<file path="src/rtl/trig_cfg_sequencer.sv">
// Trigger configuration sequencer: shadow register file plus a commit FSM
// that waits for a quiet datapath (or times out), disables the layer inputs,
// copies shadow to active in one cycle and drains before releasing.
module trig_cfg_sequencer (
  input  logic         clk,
  input  logic         rst_n,
  input  logic         cfg_wr,
  input  logic [4:0]   cfg_addr,
  input  logic [15:0]  cfg_data,
  input  logic         cfg_commit,
  input  logic         actv_feb_fg,
  output logic [287:0] HCmask,
  output logic [167:0] collmask,
  output logic [29:0]  hmt_thresholds,
  output logic         input_disr,
  output logic         cfg_busy,
  output logic         cfg_done,
  output logic         cfg_forced,
  output logic         cfg_err
);

  typedef enum logic [2:0] {
    IDLE,
    WAIT_QUIET,
    DISABLE,
    COPY,
    DRAIN,
    DONE
  } state_t;

  state_t       state, next_state;
  logic [3:0]   quiet_cnt, quiet_next;
  logic [9:0]   tmo_cnt, tmo_next;
  logic [3:0]   phase_cnt, phase_next;
  logic         quiet_exit;
  logic         wq_exit;
  logic         wr_ok;
  logic         err_set;

  logic [287:0] hc_shadow;
  logic [167:0] coll_shadow;
  logic [29:0]  hmt_shadow;

  // Writes land only in IDLE and never for the unmapped address 31.
  assign wr_ok   = cfg_wr && (state == IDLE) && (cfg_addr != 5'd31);
  assign err_set = (cfg_wr && ((state != IDLE) || (cfg_addr == 5'd31))) ||
                   (cfg_commit && (state != IDLE));

  // Next-state and counter logic; quiet exit takes priority over timeout.
  always_comb begin
    next_state = state;
    quiet_next = quiet_cnt;
    tmo_next   = tmo_cnt;
    phase_next = phase_cnt;
    quiet_exit = 1'b0;
    wq_exit    = 1'b0;
    case (state)
      IDLE: begin
        if (cfg_commit) begin
          next_state = WAIT_QUIET;
          quiet_next = 4'd0;
          tmo_next   = 10'd0;
        end
      end
      WAIT_QUIET: begin
        quiet_next = actv_feb_fg ? 4'd0 : quiet_cnt + 4'd1;
        tmo_next   = tmo_cnt + 10'd1;
        if (quiet_next == 4'd8) begin
          quiet_exit = 1'b1;
          wq_exit    = 1'b1;
          next_state = DISABLE;
          phase_next = 4'd0;
        end else if (tmo_next == 10'd1023) begin
          wq_exit    = 1'b1;
          next_state = DISABLE;
          phase_next = 4'd0;
        end
      end
      DISABLE: begin
        if (phase_cnt == 4'd3) begin
          next_state = COPY;
          phase_next = 4'd0;
        end else begin
          phase_next = phase_cnt + 4'd1;
        end
      end
      COPY: begin
        next_state = DRAIN;
        phase_next = 4'd0;
      end
      DRAIN: begin
        if (phase_cnt == 4'd15) begin
          next_state = DONE;
          phase_next = 4'd0;
        end else begin
          phase_next = phase_cnt + 4'd1;
        end
      end
      DONE: begin
        next_state = IDLE;
      end
      default: begin
        next_state = IDLE;
      end
    endcase
  end

  // State and counter registers.
  always_ff @(posedge clk or negedge rst_n) begin
    if (!rst_n) begin
      state     <= IDLE;
      quiet_cnt <= 4'd0;
      tmo_cnt   <= 10'd0;
      phase_cnt <= 4'd0;
    end else begin
      state     <= next_state;
      quiet_cnt <= quiet_next;
      tmo_cnt   <= tmo_next;
      phase_cnt <= phase_next;
    end
  end

  // Shadow register file, written word by word while idle.
  always_ff @(posedge clk or negedge rst_n) begin
    if (!rst_n) begin
      hc_shadow   <= '1;
      coll_shadow <= '1;
      hmt_shadow  <= 30'h3FFFFFFF;
    end else if (wr_ok) begin
      for (int k = 0; k < 18; k++) begin
        if (cfg_addr == 5'(k)) hc_shadow[16*k +: 16] <= cfg_data;
      end
      for (int k = 0; k < 10; k++) begin
        if (cfg_addr == 5'(k + 18)) coll_shadow[16*k +: 16] <= cfg_data;
      end
      if (cfg_addr == 5'd28) coll_shadow[167:160] <= cfg_data[7:0];
      if (cfg_addr == 5'd29) hmt_shadow[15:0]     <= cfg_data;
      if (cfg_addr == 5'd30) hmt_shadow[29:16]    <= cfg_data[13:0];
    end
  end

  // Registered outputs, decoded from the next state so they line up with it.
  always_ff @(posedge clk or negedge rst_n) begin
    if (!rst_n) begin
      HCmask         <= '1;
      collmask       <= '1;
      hmt_thresholds <= 30'h3FFFFFFF;
      input_disr     <= 1'b0;
      cfg_busy       <= 1'b0;
      cfg_done       <= 1'b0;
      cfg_forced     <= 1'b0;
      cfg_err        <= 1'b0;
    end else begin
      if (next_state == COPY) begin
        HCmask         <= hc_shadow;
        collmask       <= coll_shadow;
        hmt_thresholds <= hmt_shadow;
      end
      input_disr <= (next_state == DISABLE) || (next_state == COPY) ||
                    (next_state == DRAIN);
      cfg_busy   <= (next_state != IDLE);
      cfg_done   <= (next_state == DONE);
      if (wq_exit) cfg_forced <= !quiet_exit;
      if (err_set) cfg_err <= 1'b1;
    end
  end

endmodule
</file>
<file path="config.mk">
export PLATFORM = sky130hd
export DESIGN_NAME = trig_cfg_sequencer
export DESIGN_NICKNAME = d
export VERILOG_FILES = /design/src/rtl/trig_cfg_sequencer.sv
export SDC_FILE = /design/constraint.sdc
export NUM_CORES = 1
export LEC_CHECK = 0
export ABC_AREA = 1
export CAP_MARGIN = 20
export CORE_MARGIN = 2
export CORE_UTILIZATION = 55
export CTS_CLUSTER_DIAMETER = 120
export DETAILED_ROUTE_END_ITERATION = 16
export GPL_TIMING_DRIVEN = 0
export PLACE_DENSITY = 0.8
export SYNTH_ARGS = -nofsm -noshare
export SYNTH_HDL_FRONTEND = slang
export SYNTH_SLANG_ARGS = --single-unit
</file>
<file path="constraint.sdc">
create_clock -name clk -period 3.4 [get_ports clk]
set_input_delay 0.68 -clock clk [delete_from_list [all_inputs] [get_ports clk]]
set_output_delay 0.68 -clock clk [all_outputs]
set_load 0.005 [all_outputs]
</file>
==> flow_summary.rst <==
.. list-table::
   :header-rows: 1

   * - Metric
     - Value
   * - Inserted Diodes
     - 0
   * - Initial Util
     - 55.8%
   * - Setup slack on the worst flop-to-flop path
     - about 0.45 ns
   * - Syn nets
     - 3936
   * - Total Wirelength
     - 116000 um
   * - Met2 wire length
     - between 50000 and 60000 um
   * - R2r endpoint
     - hmt_thresholds[29]
   * - Post-route core utilization
     - a little over two thirds
   * - Global placer's final weighted congestion
     - around 0.86
   * - Post-route antenna net violation count
     - 0
   * - Total met3 wirelength after detailed routing
     - around 9300 um
   * - Yosys cell types
     - 33
   * - Floorplan core area
     - 68800 um^2
   * - Final setup TNS
     - 0 ns
   * - Total leakage power
     - roughly 21 nW
   * - First-pass GRT wire length
     - about 170000 um
   * - Unrepaired setup endpoints after global routing
     - false
   * - Std-Cell Rows
     - 96
   * - CTS clock-pin slew for the worst setup and hold paths
     - 0.06 ns
   * - Total Die Area
     - 72000 um^2
   * - Power Dens Cells
     - between 500 and 600 nW/um^2
   * - Detailed-route DRC error count
     - 0
   * - Sequential element share of the synthesized area
     - around two thirds
   * - # nets final
     - 4560
   * - Highest ir drop seen on vdd
     - roughly 550 uV
   * - Top area cells in the synthesized netlist
     - sky130_fd_sc_hd__dfstp_2, sky130_fd_sc_hd__nand2_1, sky130_fd_sc_hd__o21ai_0, sky130_fd_sc_hd__dfrtp_1, sky130_fd_sc_hd__inv_1
   * - Power Total
     - 28.4 mW
   * - Area used by multi-input combinational logic
     - between 10000 and 15000 um^2
   * - # IOs
     - approximately 520
   * - Highest metal used
     - met5
   * - Measured slew at the worst slew-check pin
     - about 1.1 ns
   * - Worst Path Required
     - ~4 ns
   * - Count of endpoints failing setup in the final report
     - 0
   * - Layout Skew
     - around 0.033 ns
   * - Synthesized area per cell
     - 9.83 um^2
   * - Width of the die
     - between 200 and 300 um
   * - Smallest setup slack after layout
     - around 0.45 ns
   * - Maximum fanout along the worst path
     - 10
   * - Slew Viols, Final
     - 0
   * - Worst slack at placement
     - between 0.15 and 0.2 ns
   * - CTS tree
     - done
   * - Number of port buffers
     - roughly 520
   * - Run status
     - finished clean
   * - Number of failing hold endpoints at the final stage
     - 0
   * - Hold Crit Start
     - hc_shadow[43]
   * - DR vias
     - around 30000
   * - Detail Placement HPWL
     - 78100 um
   * - Clock buffer count from CTS
     - 98
   * - EDFF count, synth
     - 0
   * - Commonest register cell after synthesis
     - sky130_fd_sc_hd__dfstp_2
   * - Met1 wire length
     - 45400 um
   * - Relative slew margins
     - ~25%
   * - Max Buffers Root-to-Sink
     - 3
   * - Remaining global-route overflow
     - 0
   * - Per-cell via count in the routed design
     - about 5.4
   * - Ratio of cells with drive above 1 in the final layout
     - between 20% and 30%
   * - DIE HEIGHT
     - about 270 um
   * - Flops & latches, synth
     - around 1000
   * - Violation count after the first detailed-route iteration
     - roughly 2700
   * - Hold Path Cell Cnt
     - 2
   * - Worst hold slack after final layout
     - approximately 0.44 ns
   * - Global-route usage over all layers
     - between 30% and 40%
   * - Top cell type's share of synthesized area
     - around two thirds
   * - Pin count of the biggest net entering global routing
     - between 100 and 150
   * - CTS HTree Levels
     - 3
   * - Hold buffer count at cts
     - 0
   * - Async S/R FF share, synth
     - between 90% and 100%
   * - Endpoint of the worst hold-timing path
     - HCmask[43]
   * - WP data arrival
     - between 3 and 4 ns
   * - Area of the mapped netlist
     - about 38000 um^2
   * - Kind of launch point of the worst setup path
     - flip-flop
   * - Post-CTS setup buffers
     - 0
   * - Synth area leader
     - sky130_fd_sc_hd__dfstp_2
   * - Average wire length per cell after detail routing
     - about 21 um
   * - Number of fill cells
     - between 4000 and 5000
   * - Number of instances resized during post-cts repair
     - 0
   * - Number of clock sinks
     - around 1000
   * - Yosys warning total
     - 0
   * - Classification of the worst-slack hold path
     - reg2reg
   * - Number of antenna violations at the first check in global routing
     - 3
   * - Number of global-route vias before repair
     - roughly 30000
   * - Cell count after synthesis
     - roughly 3900
   * - Synth-to-layout area growth
     - 25.8%
   * - Type of the worst setup path
     - reg2reg
   * - Setup crit end kind
     - flip-flop
   * - Number of max-capacitance violations reported
     - 0
   * - Number of cells on the worst reg-to-reg path
     - 11
   * - Fin crit share
     - 86.6%
   * - Critical R2R Launch
     - phase_cnt[0]
   * - Number of detailed-route iterations in the first pass
     - 6
   * - Peak Freq
     - between 300 and 400 MHz
   * - Fin crit period
     - approximately 2.9 ns
   * - Root buffer cell
     - sky130_fd_sc_hd__clkbuf_16
   * - Area of all sequential standard cells
     - roughly 26000 um^2
   * - Clock Latency Late Sink
     - approximately 0.67 ns
-- cell usage in the layout, fill, tap and decap left out, drive strengths merged, types with 8 or more instances in the layout --
master	n
clkbuf	257
buf	126
dfrtp	26
o21ai	597
dfstp	972
inv	159
bufinv	8
clkinv	27
nor3	9
clkdlybuf4s50	515
nor2	39
nand2	1837
nand3	18
-- sequential cells by signal (all words and copies together), names as in the netlist --
register        cells
hmt_shadow         30
quiet_cnt           4
hc_shadow         288
cfg_done            1
state               3
HCmask            288
coll_shadow       168
collmask          168
tmo_cnt            10
hmt_thresholds     30
input_disr          1
cfg_err             1
cfg_forced          1
phase_cnt           4
cfg_busy            1
-- worst max-delay path: stages, from the launching register on --
cell and delay, ns:
sky130_fd_sc_hd__dfrtp_1 0.41, sky130_fd_sc_hd__ha_1 0.23, sky130_fd_sc_hd__inv_1 0.07, sky130_fd_sc_hd__nor3_1 0.05, sky130_fd_sc_hd__inv_1 0.07, sky130_fd_sc_hd__nor2_1 0.14
sky130_fd_sc_hd__buf_6 0.18, sky130_fd_sc_hd__inv_2 0.17, sky130_fd_sc_hd__clkbuf_1 0.70, sky130_fd_sc_hd__clkbuf_1 0.65, sky130_fd_sc_hd__nand2_1 0.10, sky130_fd_sc_hd__nand2_1 0.10
-- routing by layer --
metal / vias up / global-route usage, %
met4: 2 / 16.3
met2: 1253 / 51.5
met5: - / 0
met1: 14875 / 41.7
li1: 13482 / -
met3: 328 / 7.25
-- where the power goes --
group | total (mW) | internal [mW] | leakage, nW | switching [mW]
sequential | 14.8 | 14.1 | 10.4 | 0.703
combinational | 2.38 | 0.834 | 8.74 | 1.54
clock | 11.2 | 6.58 | 1.67 | 4.65
-- cells by family after synthesis --
| family | share of synthesized area [%] |
|---|---|
| adders and majority gates | 0.130 |
| buffers and inverters | 4.35 |
| AOI/OAI and AO/OA | 7.94 |
| xor gates and xnor gates | 0.0228 |
| and+or+nand+nor | 19.4 |
| DFF | 68.2 |
-- cell type report --
class                           count  area share, %
Multi-Input combinational cell   2520           21.8
Clock buffer                      143           6.04
Clock inverter                     38          0.925
Sequential cell                   998           54.2
Inverter                          157           1.24
Timing Repair Buffer              524           11.1
Tap cell                          931           2.41
Buffer                            231           2.23
-- metrics by stage --
| step | cells | area (um^2) |
|---|---|---|
| after floorplan | 3906 | 38400 |
| after global placement | 5353 | 44700 |
| after detailed placement | 5361 | 44900 |
| after CTS | 5542 | 48300 |
| after global routing | 5542 | 48300 |
| final | 5542 | 48300 |
-- worst max path at each step --
stage                       from                 end  slack (ns)  depth (start not counted)
global route        phase_cnt[0]   hmt_thresholds[5]        0.32                         11
detailed placement   cfg_data[7]      hc_shadow[135]        0.17                          4
global placement           rst_n          tmo_cnt[8]      -40.20                          1
floorplan            cfg_addr[3]       hc_shadow[11]        1.56                         10
CTS                 phase_cnt[0]  hmt_thresholds[29]        0.44                         11
finish              phase_cnt[0]  hmt_thresholds[29]        0.45                         11
-- cells in the mapped netlist, types with 6 or more instances --
library cell / instances
sky130_fd_sc_hd__buf_2: 100
sky130_fd_sc_hd__buf_4: 16
sky130_fd_sc_hd__clkbuf_1: 105
sky130_fd_sc_hd__clkbuf_2: 9
sky130_fd_sc_hd__dfrtp_1: 26
sky130_fd_sc_hd__dfstp_2: 972
sky130_fd_sc_hd__inv_1: 153
sky130_fd_sc_hd__nand2_1: 1814
sky130_fd_sc_hd__nand2_2: 10
sky130_fd_sc_hd__nand2_4: 12
sky130_fd_sc_hd__nand3_1: 17
sky130_fd_sc_hd__nor2_1: 38
sky130_fd_sc_hd__nor3_4: 6
sky130_fd_sc_hd__o21ai_0: 556
sky130_fd_sc_hd__o21ai_1: 41
Power figures use the tool's default switching activity.
